## config.mk

```make
export PLATFORM = sky130hd
export DESIGN_NAME = csr_trap_unit_flat
export DESIGN_NICKNAME = d
export VERILOG_FILES = /design/src/rtl/csr_trap_unit_pkg.sv /design/src/rtl/csr_trap_unit_if.sv /design/src/rtl/csr_trap_unit_arb.sv /design/src/rtl/csr_trap_unit.sv /design/src/flat_wrapper.sv
export SDC_FILE = /design/constraint.sdc
export NUM_CORES = 1
export LEC_CHECK = 0
export ABC_AREA = 0
export BUFFER_PORTS_ARGS = -buffer_cell sky130_fd_sc_hd__clkbuf_2
export CAP_MARGIN = 20
export CORE_AREA = 2 2 388 390
export DETAILED_ROUTE_END_ITERATION = 12
export DIE_AREA = 0 0 390 392
export PLACE_DENSITY_LB_ADDON = 0.08
export SYNTH_ARGS = -nofsm -noshare
export SYNTH_HDL_FRONTEND = slang
export SYNTH_HIERARCHICAL = 1
export SYNTH_SLANG_ARGS = --single-unit
```

## constraint.sdc

```tcl
create_clock -name clk -period 4.2 [get_ports clk]
set_input_delay 0.42 -clock clk [delete_from_list [all_inputs] [get_ports clk]]
set_output_delay 0.42 -clock clk [all_outputs]
set_load 0.02 [all_outputs]
```

## src/rtl/csr_trap_unit_pkg.sv

```systemverilog
// rtl/csr_trap_unit_pkg.sv - CSR addresses, encodings, masks and architectural state struct
// Purpose: shared definitions for csr_trap_unit and its arbitration sub-module.
package csr_trap_unit_pkg;

  // Implemented CSR addresses
  localparam logic [11:0] CSR_MSTATUS  = 12'h300;
  localparam logic [11:0] CSR_MIE      = 12'h304;
  localparam logic [11:0] CSR_MTVEC    = 12'h305;
  localparam logic [11:0] CSR_MSCRATCH = 12'h340;
  localparam logic [11:0] CSR_MEPC     = 12'h341;
  localparam logic [11:0] CSR_MCAUSE   = 12'h342;
  localparam logic [11:0] CSR_MTVAL    = 12'h343;
  localparam logic [11:0] CSR_MIP      = 12'h344;
  localparam logic [11:0] CSR_SATP     = 12'h180;
  localparam logic [11:0] CSR_MCYCLE   = 12'hB00;
  localparam logic [11:0] CSR_MHARTID  = 12'hF14;

  // Interrupt cause codes and their mip/mie bit positions
  localparam logic [3:0] IRQ_CODE_MSI = 4'd3;
  localparam logic [3:0] IRQ_CODE_MTI = 4'd7;
  localparam logic [3:0] IRQ_CODE_MEI = 4'd11;
  localparam int MIP_MSIP = 3;
  localparam int MIP_MTIP = 7;
  localparam int MIP_MEIP = 11;

  // mstatus field positions
  localparam int MSTATUS_MIE    = 3;
  localparam int MSTATUS_MPIE   = 7;
  localparam int MSTATUS_MPP_LO = 11;

  localparam logic [63:0] MSTATUS_WMASK = 64'h0000_0000_0000_1888;
  localparam logic [63:0] MIE_WMASK     = 64'h0000_0000_0000_0888;

  // Zicsr funct3[1:0]; bit 2 only selects the immediate source form
  typedef enum logic [1:0] {
    CSR_OP_NONE = 2'b00,
    CSR_OP_RW   = 2'b01,
    CSR_OP_RS   = 2'b10,
    CSR_OP_RC   = 2'b11
  } csr_op_e;

  typedef enum logic [1:0] {
    MODE_U = 2'b00,
    MODE_S = 2'b01,
    MODE_M = 2'b11
  } mode_e;

  typedef struct packed {
    logic [1:0]  mode;
    logic [63:0] mstatus;
    logic [63:0] mie;
    logic [63:0] mip;
    logic [63:0] mtvec;
    logic [63:0] mscratch;
    logic [63:0] mepc;
    logic [63:0] mcause;
    logic [63:0] mtval;
    logic [63:0] mcycle;
    logic [63:0] mhartid;
  } csr_regs_t;

  // Keep only mie/mpie/mpp; unsupported privilege levels in mpp collapse to U
  function automatic logic [63:0] mstatus_legalize(input logic [63:0] v);
    logic [63:0] r;
    r = v & MSTATUS_WMASK;
    if (r[MSTATUS_MPP_LO +: 2] != MODE_M) r[MSTATUS_MPP_LO +: 2] = MODE_U;
    return r;
  endfunction

endpackage

```

## src/rtl/csr_trap_unit_if.sv

```systemverilog
// rtl/csr_trap_unit_if.sv - commit-side CSR/trap bus between the pipeline and csr_trap_unit
// Ports (master = pipeline, slave = csr_trap_unit):
//   commit/csr/exc/mret/irq request signals in, csr_rdata/csr_illegal/redirect out.
interface csr_trap_unit_if;
  logic        commit_valid;
  logic [63:0] commit_pc;
  logic        csr_valid;
  logic [2:0]  csr_op;
  logic [11:0] csr_addr;
  logic [63:0] csr_src;
  logic        csr_src_zero;
  logic        exc_valid;
  logic [3:0]  exc_cause;
  logic [63:0] exc_tval;
  logic        mret_valid;
  logic        irq_msip;
  logic        irq_mtip;
  logic        irq_meip;
  logic [63:0] csr_rdata;
  logic        csr_illegal;
  logic        redirect_valid;
  logic [63:0] redirect_pc;

  modport master (
    output commit_valid, commit_pc, csr_valid, csr_op, csr_addr, csr_src, csr_src_zero,
           exc_valid, exc_cause, exc_tval, mret_valid, irq_msip, irq_mtip, irq_meip,
    input  csr_rdata, csr_illegal, redirect_valid, redirect_pc
  );

  modport slave (
    input  commit_valid, commit_pc, csr_valid, csr_op, csr_addr, csr_src, csr_src_zero,
           exc_valid, exc_cause, exc_tval, mret_valid, irq_msip, irq_mtip, irq_meip,
    output csr_rdata, csr_illegal, redirect_valid, redirect_pc
  );
endinterface

```

## src/rtl/csr_trap_unit_arb.sv

```systemverilog
// rtl/csr_trap_unit_arb.sv - combinational exception/interrupt/mret arbitration and vector computation
// Ports: commit_valid_i, exc_*_i, mret_valid_i, mip_i, mie_i, mstatus_mie_i, mode_i, mtvec_i in;
//        take_trap_o, take_mret_o, trap_irq_o, trap_cause_o, trap_vec_o out.
module csr_trap_arb
  import csr_trap_unit_pkg::*;
(
  input  logic        commit_valid_i,
  input  logic        exc_valid_i,
  input  logic [3:0]  exc_cause_i,
  input  logic        mret_valid_i,
  input  logic [63:0] mip_i,
  input  logic [63:0] mie_i,
  input  logic        mstatus_mie_i,
  input  logic [1:0]  mode_i,
  input  logic [63:0] mtvec_i,
  output logic        take_trap_o,
  output logic        take_mret_o,
  output logic        trap_irq_o,
  output logic [63:0] trap_cause_o,
  output logic [63:0] trap_vec_o
);
  logic [63:0] active;
  logic        irq_pending;
  logic [3:0]  irq_code;
  logic [3:0]  code;
  logic [63:0] base;

  always_comb begin
    active      = mip_i & mie_i;
    // Below M-mode interrupts are taken regardless of mstatus.mie
    irq_pending = (active != 64'd0) && (mstatus_mie_i || (mode_i != MODE_M));

    if (active[MIP_MEIP])      irq_code = IRQ_CODE_MEI;
    else if (active[MIP_MSIP]) irq_code = IRQ_CODE_MSI;
    else                       irq_code = IRQ_CODE_MTI;

    trap_irq_o  = commit_valid_i && !exc_valid_i && irq_pending;
    take_trap_o = (commit_valid_i && exc_valid_i) || trap_irq_o;
    take_mret_o = commit_valid_i && !take_trap_o && mret_valid_i;

    code         = trap_irq_o ? irq_code : exc_cause_i;
    trap_cause_o = {trap_irq_o, 59'd0, code};

    // Vectored mode only offsets interrupts; exceptions always use the base
    base = {mtvec_i[63:2], 2'b00};
    if (trap_irq_o && (mtvec_i[1:0] == 2'b01)) trap_vec_o = base + {58'd0, code, 2'b00};
    else                                        trap_vec_o = base;
  end
endmodule

```

## src/rtl/csr_trap_unit.sv

```systemverilog
// rtl/csr_trap_unit.sv - commit-side machine CSR file, Zicsr execution and trap/mret redirect
// Ports: clk, reset (async active-low); bus (slave modport of csr_trap_unit_if);
//        regs_o full architectural CSR state; mode_o current privilege mode.
module csr_trap_unit
  import csr_trap_unit_pkg::*;
#(
  parameter logic [63:0] HART_ID   = 64'h0,
  parameter logic [63:0] MTVEC_RST = 64'h0
)
(
  input  logic             clk,
  input  logic             reset,
  csr_trap_unit_if.slave   bus,
  output csr_regs_t        regs_o,
  output logic [1:0]       mode_o
);
  csr_regs_t   regs_q, regs_d;
  logic        redirect_valid_q, redirect_valid_d;
  logic [63:0] redirect_pc_q, redirect_pc_d;
  logic [63:0] rdata, wdata;
  logic        illegal, do_write;
  csr_op_e     op;
  logic        take_trap, take_mret, trap_irq;
  logic [63:0] trap_cause, trap_vec;

  csr_trap_arb u_arb (
    .commit_valid_i (bus.commit_valid),
    .exc_valid_i    (bus.exc_valid),
    .exc_cause_i    (bus.exc_cause),
    .mret_valid_i   (bus.mret_valid),
    .mip_i          (regs_q.mip),
    .mie_i          (regs_q.mie),
    .mstatus_mie_i  (regs_q.mstatus[MSTATUS_MIE]),
    .mode_i         (regs_q.mode),
    .mtvec_i        (regs_q.mtvec),
    .take_trap_o    (take_trap),
    .take_mret_o    (take_mret),
    .trap_irq_o     (trap_irq),
    .trap_cause_o   (trap_cause),
    .trap_vec_o     (trap_vec)
  );

  always_comb begin
    rdata   = 64'd0;
    illegal = 1'b0;
    case (bus.csr_addr)
      CSR_MSTATUS:  rdata = regs_q.mstatus;
      CSR_MIE:      rdata = regs_q.mie;
      CSR_MTVEC:    rdata = regs_q.mtvec;
      CSR_MSCRATCH: rdata = regs_q.mscratch;
      CSR_MEPC:     rdata = regs_q.mepc;
      CSR_MCAUSE:   rdata = regs_q.mcause;
      CSR_MTVAL:    rdata = regs_q.mtval;
      CSR_MIP:      rdata = regs_q.mip;
      CSR_SATP:     rdata = 64'd0;
      CSR_MCYCLE:   rdata = regs_q.mcycle;
      CSR_MHARTID:  rdata = regs_q.mhartid;
      default:      illegal = 1'b1;
    endcase
  end

  assign bus.csr_rdata   = rdata;
  assign bus.csr_illegal = illegal;

  assign op = csr_op_e'(bus.csr_op[1:0]);

  always_comb begin
    case (op)
      CSR_OP_RW: wdata = bus.csr_src;
      CSR_OP_RS: wdata = rdata | bus.csr_src;
      CSR_OP_RC: wdata = rdata & ~bus.csr_src;
      default:   wdata = rdata;
    endcase
  end

  // RS/RC with a zero source are pure reads
  assign do_write = bus.commit_valid && bus.csr_valid && !illegal && !take_trap && !take_mret &&
                    (op != CSR_OP_NONE) && ((op == CSR_OP_RW) || !bus.csr_src_zero);

  always_comb begin
    regs_d           = regs_q;
    regs_d.mcycle    = regs_q.mcycle + 64'd1;
    regs_d.mip       = {52'd0, bus.irq_meip, 3'd0, bus.irq_mtip, 3'd0, bus.irq_msip, 3'd0};
    redirect_valid_d = 1'b0;
    redirect_pc_d    = redirect_pc_q;

    if (take_trap) begin
      regs_d.mepc                          = bus.commit_pc;
      regs_d.mcause                        = trap_cause;
      regs_d.mtval                         = trap_irq ? 64'd0 : bus.exc_tval;
      regs_d.mstatus[MSTATUS_MPIE]         = regs_q.mstatus[MSTATUS_MIE];
      regs_d.mstatus[MSTATUS_MIE]          = 1'b0;
      regs_d.mstatus[MSTATUS_MPP_LO +: 2]  = regs_q.mode;
      regs_d.mode                          = MODE_M;
      redirect_valid_d                     = 1'b1;
      redirect_pc_d                        = trap_vec;
    end else if (take_mret) begin
      regs_d.mstatus[MSTATUS_MIE]          = regs_q.mstatus[MSTATUS_MPIE];
      regs_d.mstatus[MSTATUS_MPIE]         = 1'b1;
      regs_d.mode                          = regs_q.mstatus[MSTATUS_MPP_LO +: 2];
      regs_d.mstatus[MSTATUS_MPP_LO +: 2]  = MODE_U;
      redirect_valid_d                     = 1'b1;
      redirect_pc_d                        = regs_q.mepc;
    end else if (do_write) begin
      // mip, satp and mhartid silently drop writes
      case (bus.csr_addr)
        CSR_MSTATUS:  regs_d.mstatus  = mstatus_legalize(wdata);
        CSR_MIE:      regs_d.mie      = wdata & MIE_WMASK;
        CSR_MTVEC:    regs_d.mtvec    = wdata;
        CSR_MSCRATCH: regs_d.mscratch = wdata;
        CSR_MEPC:     regs_d.mepc     = {wdata[63:2], 2'b00};
        CSR_MCAUSE:   regs_d.mcause   = wdata;
        CSR_MTVAL:    regs_d.mtval    = wdata;
        CSR_MCYCLE:   regs_d.mcycle   = wdata;
        default:      ;
      endcase
    end
  end

  always_ff @(posedge clk or negedge reset) begin
    if (!reset) begin
      regs_q           <= '{mode: MODE_M, mtvec: MTVEC_RST, mhartid: HART_ID, default: '0};
      redirect_valid_q <= 1'b0;
      redirect_pc_q    <= 64'd0;
    end else begin
      regs_q           <= regs_d;
      redirect_valid_q <= redirect_valid_d;
      redirect_pc_q    <= redirect_pc_d;
    end
  end

  assign bus.redirect_valid = redirect_valid_q;
  assign bus.redirect_pc    = redirect_pc_q;
  assign regs_o             = regs_q;
  assign mode_o             = regs_q.mode;
endmodule

```

## src/flat_wrapper.sv

```systemverilog
// flat-port wrapper written by rule: the top's interface ports become plain ports
module csr_trap_unit_flat import csr_trap_unit_pkg::*;
#(
  parameter logic [63:0] HART_ID   = 64'h0,
  parameter logic [63:0] MTVEC_RST = 64'h0
)
  (clk, reset, regs_o, mode_o, bus_commit_valid, bus_commit_pc, bus_csr_valid, bus_csr_op, bus_csr_addr, bus_csr_src, bus_csr_src_zero, bus_exc_valid, bus_exc_cause, bus_exc_tval, bus_mret_valid, bus_irq_msip, bus_irq_mtip, bus_irq_meip, bus_csr_rdata, bus_csr_illegal, bus_redirect_valid, bus_redirect_pc);
  csr_trap_unit_if bus_i ();
  input  logic clk;
  input  logic reset;
  output csr_regs_t regs_o;
  output logic [1:0] mode_o;
  input wire logic [$bits(bus_i.commit_valid)-1:0] bus_commit_valid;
  input wire logic [$bits(bus_i.commit_pc)-1:0] bus_commit_pc;
  input wire logic [$bits(bus_i.csr_valid)-1:0] bus_csr_valid;
  input wire logic [$bits(bus_i.csr_op)-1:0] bus_csr_op;
  input wire logic [$bits(bus_i.csr_addr)-1:0] bus_csr_addr;
  input wire logic [$bits(bus_i.csr_src)-1:0] bus_csr_src;
  input wire logic [$bits(bus_i.csr_src_zero)-1:0] bus_csr_src_zero;
  input wire logic [$bits(bus_i.exc_valid)-1:0] bus_exc_valid;
  input wire logic [$bits(bus_i.exc_cause)-1:0] bus_exc_cause;
  input wire logic [$bits(bus_i.exc_tval)-1:0] bus_exc_tval;
  input wire logic [$bits(bus_i.mret_valid)-1:0] bus_mret_valid;
  input wire logic [$bits(bus_i.irq_msip)-1:0] bus_irq_msip;
  input wire logic [$bits(bus_i.irq_mtip)-1:0] bus_irq_mtip;
  input wire logic [$bits(bus_i.irq_meip)-1:0] bus_irq_meip;
  output wire logic [$bits(bus_i.csr_rdata)-1:0] bus_csr_rdata;
  output wire logic [$bits(bus_i.csr_illegal)-1:0] bus_csr_illegal;
  output wire logic [$bits(bus_i.redirect_valid)-1:0] bus_redirect_valid;
  output wire logic [$bits(bus_i.redirect_pc)-1:0] bus_redirect_pc;
  assign bus_i.commit_valid = bus_commit_valid;
  assign bus_i.commit_pc = bus_commit_pc;
  assign bus_i.csr_valid = bus_csr_valid;
  assign bus_i.csr_op = bus_csr_op;
  assign bus_i.csr_addr = bus_csr_addr;
  assign bus_i.csr_src = bus_csr_src;
  assign bus_i.csr_src_zero = bus_csr_src_zero;
  assign bus_i.exc_valid = bus_exc_valid;
  assign bus_i.exc_cause = bus_exc_cause;
  assign bus_i.exc_tval = bus_exc_tval;
  assign bus_i.mret_valid = bus_mret_valid;
  assign bus_i.irq_msip = bus_irq_msip;
  assign bus_i.irq_mtip = bus_irq_mtip;
  assign bus_i.irq_meip = bus_irq_meip;
  assign bus_csr_rdata = bus_i.csr_rdata;
  assign bus_csr_illegal = bus_i.csr_illegal;
  assign bus_redirect_valid = bus_i.redirect_valid;
  assign bus_redirect_pc = bus_i.redirect_pc;
  csr_trap_unit #(.HART_ID(HART_ID), .MTVEC_RST(MTVEC_RST)) u_core (.clk(clk), .reset(reset), .bus(bus_i), .regs_o(regs_o), .mode_o(mode_o));
endmodule
```

==> flow_metrics.env <==
export IMPL_dpl_cell_area_um2=38700
export IMPL_cp_cell_sequence="a22oi_1, and4_1, nand4_1, or4_4, nand2_2, buf_4, o21ai_0, ha_1, a21oi_4, buf_6, or3_1, buf_12, nor4_2, xor2_1, nand2_1, o21ai_0"
export IMPL_place_congestion=0.841
export IMPL_cts_tree="done"
export IMPL_grt_util_all_layers_pct=25.1
export IMPL_synth_top_family_by_area="simple AND/OR/NAND/NOR gates"
export IMPL_reg2reg_slack_ns=0.19
export IMPL_fin_area_um2=41800
export IMPL_clock_sinks=461
export IMPL_cts_htree_levels=3
export IMPL_use_met3_pct=4.45
export IMPL_setup_violations=0
export IMPL_min_period_ns=4.01
export IMPL_outcome="complete, no violations"
export IMPL_drc_errors=0
export IMPL_path_clk_slew_ns=0.06
export IMPL_grt_pass1_wl_um=275000
export IMPL_synthMuxAreaShare_pct=4.95
export IMPL_worstPathMaxFanout=7
export IMPL_via_per_inst=5.06
export IMPL_ys_warnings_count=6
export IMPL_ys_ff_latch=461
export IMPL_slew_headroom_pct=22.0
export IMPL_cts_buffer_depth=3
export IMPL_crit_type="reg2reg"
export IMPL_whs_ns=0.0484
export IMPL_ant_nets=0
export IMPL_wire_per_inst_um=29.6
export IMPL_yosysSeqAreaShare_pct=35.9
export IMPL_clockRootBuffer="clkbuf_16"
export IMPL_antenna_found_initial=15
export IMPL_rsz0062_at_grt="true"
export IMPL_die_y_um=392
export IMPL_cts_buffers=69
export IMPL_grt_use_met1_pct=33.2
export IMPL_critPathSlowestCell="a22oi_1"
export IMPL_synth_compound_area_share_pct=19.9
export IMPL_layout_drive_gt1_share_pct=24.0
export IMPL_fin_crit_sh_pct=95.4
export IMPL_drv_slew=0
export IMPL_leakagePower_uw=0.0186
export IMPL_areaGrowthSynthToFinish_pct=30.3
export IMPL_syn_inst=3882
export IMPL_core_area_um2=149000
export IMPL_clk_insertion_delay_late_ns=0.67
export IMPL_postCtsSetupBuffers=0
export IMPL_design_die_area_um2=153000
export IMPL_port_buffers=747
export IMPL_syn_area_per_cell_um2=8.27
export IMPL_final_hold_violation_count=0
export IMPL_final_cell_mix="clkbuf_2 (739), nand2_1 (473), dfrtp_1 (459)"
export IMPL_grt_overflow=0
export IMPL_dp_hpwl_um=150000
export IMPL_top_usage_layer="met2"
export IMPL_slowest_delay_ns=0.43
export IMPL_synth_flop_cell="dfrtp_1"
export IMPL_holdPathStages=3
export IMPL_first_iter_violations=2568
export IMPL_min_from="bus_commit_pc[9]"
export IMPL_critPathCaptureType="register"
export IMPL_synth_edf_count=0
export IMPL_use_met2_pct=42.0
export IMPL_ios=995
export IMPL_netlist_area_um2=32100
export IMPL_r2r_end="u_core/bus.redirect_pc[32]"
export IMPL_min_path_type="in2reg"
export IMPL_synth_simple_gate_area_share_pct=23.3
export IMPL_finClkSkew_ns=0.0286
export IMPL_start_util_pct=21.6
export IMPL_grt_pass1_vias=32883
export IMPL_layout_commonest_cell="clkbuf_2"
export IMPL_synth_xor_area_share_pct=3.74
export IMPL_grt_max_degree=156
export IMPL_num_rows=142
export IMPL_cpMostUsedCell="o21ai_0"
export IMPL_wl_um=200000
export IMPL_synth_cell_type_count=83
export IMPL_synthAdderAreaFrac_pct=0.257
export IMPL_nets=4975
export IMPL_async_reset_ff_share_pct=100
export IMPL_cp_arrival_ns=4.57
export IMPL_vdd_drop_max_v=0.000263
export IMPL_drt_pass1_iterations=6
export IMPL_r2r_start="u_core/regs_o[451]"
export IMPL_worst_pin_slew_ns=1.17
export IMPL_powerDensity_nw_per_um2=381
export IMPL_fmax_ghz=0.250
export IMPL_num_vias=34162
export IMPL_cp_data_required_time_ns=4.76
export IMPL_dieWidth_um=390
export IMPL_max_cap_violations=0
export IMPL_reg2reg_depth=16
export IMPL_whs_endpoint="u_core/regs_o[265]"
export IMPL_crit_path_start_kind="register"
-- final cells by class --
class / instances / area [um^2]
Antenna cell: 7 / 17.5
Clock buffer: 101 / 2100
Clock inverter: 18 / 216
Fill cell: 16308 / 107000
Inverter: 32 / 125
Multi-Input combinational cell: 3159 / 18700
Sequential cell: 461 / 11500
Tap cell: 1944 / 2430
Timing Repair Buffer: 1025 / 6740
-- worst max-delay path: cells and delay by family (launching register included) --
family	cells	cell delay, ns
XOR/XNOR	1	0.18
buffers and inverters	3	0.48
AO/OA/AOI/OAI	4	0.81
AND/OR/NAND/NOR	7	1.64
adder cells (fa/ha/maj)	1	0.41
flip-flops	1	0.38
-- registers in the layout, summed over array words and instances, names as in the netlist --
name                       cells
u_core/bus.redirect_valid      1
u_core/bus.redirect_pc        64
u_core/mode_o                  2
u_core/regs_o                394
-- cells in the mapped netlist (all sizes together), types with 7 or more instances --
cell      n  area share [%]
nand2   476             5.6
dfrtp   459              36
buf     390             8.4
o21ai   334             5.2
clkbuf  267             3.1
nor4    219             4.3
a21oi   174             2.7
nand2b  167             3.3
nand4   163             3.2
nor2    156             1.8
mux2i   151             4.7
a22oi   142             3.3
a221oi  117             3.2
nand3   109             1.7
xor2     80             2.2
xnor2    57             1.6
a21o     50             1.2
nor3     50            0.84
o31a     45             1.2
a211oi   37            0.87
and3     35            0.69
inv      32            0.37
o31ai    21            0.49
a22o     15            0.41
a221o    14            0.44
or3      10            0.21
or4      10            0.26
and2      9            0.18
or2       9            0.18
nor2b     8            0.16
mux2      7            0.25
-- worst max-delay path by stage --
stage,startpoint,endpoint,slack (ns)
after floorplan,u_core/regs_o[455],u_core/regs_o[105],0.29
after global placement,u_core/regs_o[455],u_core/bus.redirect_pc[54],-0.15
after detailed placement,u_core/regs_o[455],u_core/bus.redirect_pc[26],-0.22
after CTS,u_core/regs_o[455],u_core/bus.redirect_pc[56],0.04
after global routing,u_core/regs_o[455],u_core/bus.redirect_pc[33],-0.02
final,u_core/regs_o[451],u_core/bus.redirect_pc[32],0.19
-- metrics by stage --
step	setup WS (ns)	instances	setup TNS [ns]	total power (uW)	utilization [%]
2_1_floorplan	0.288	4309	0	7850	-
3_3_place_gp	-0.147	6553	-0.620	9840	26.0
3_5_place_dp	-0.224	6553	-1.01	9840	26.0
4_1_cts	0.0389	6740	0	16100	28.0
5_1_grt	-0.0166	6744	-0.0220	16600	28.1
6_report	0.194	6747	0	15900	28.1
-- layer usage --
| layer | routed length (um) | share of wire, % | up-vias |
|---|---|---|---|
| met2 | 95100 | 48 | 1401 |
| met1 | 87700 | 44 | 17270 |
| met3 | 11600 | 5.8 | 224 |
| met5 | 41 | 0.021 | - |
| met4 | 5280 | 2.6 | 6 |
| li1 | - | - | 15261 |
-- kinds of logic after synthesis --
| kind of cell | Yosys count |
|---|---|
| AO/OA/AOI/OAI | 980 |
| XOR/XNOR | 137 |
| adder cells (fa/ha/maj) | 6 |
| buffers and inverters | 689 |
| flip-flops | 461 |
| multiplexers | 158 |
| other | 2 |
| AND/OR/NAND/NOR | 1449 |
-- power breakdown --
part           internal, uW  total (uW)  switching, uW  leakage, uW
Sequential             4970        5870            903      0.00590
Combinational          1200        3930           2730       0.0116
Clock                  3700        6120           2410      0.00115
Total                  9880       15900           6050       0.0186
-- what timing repair did --
| item | in CTS | in global routing |
|---|---|---|
| setup endpoints to repair | 9 | 31 |
| gates resized for setup | 4 | 16 |
| pin swaps | 0 | 2 |
| hold buffers | 68 | 0 |
| endpoints found under the hold margin | 133 | 0 |
Note: power is estimated with default switching activity, not from simulation.
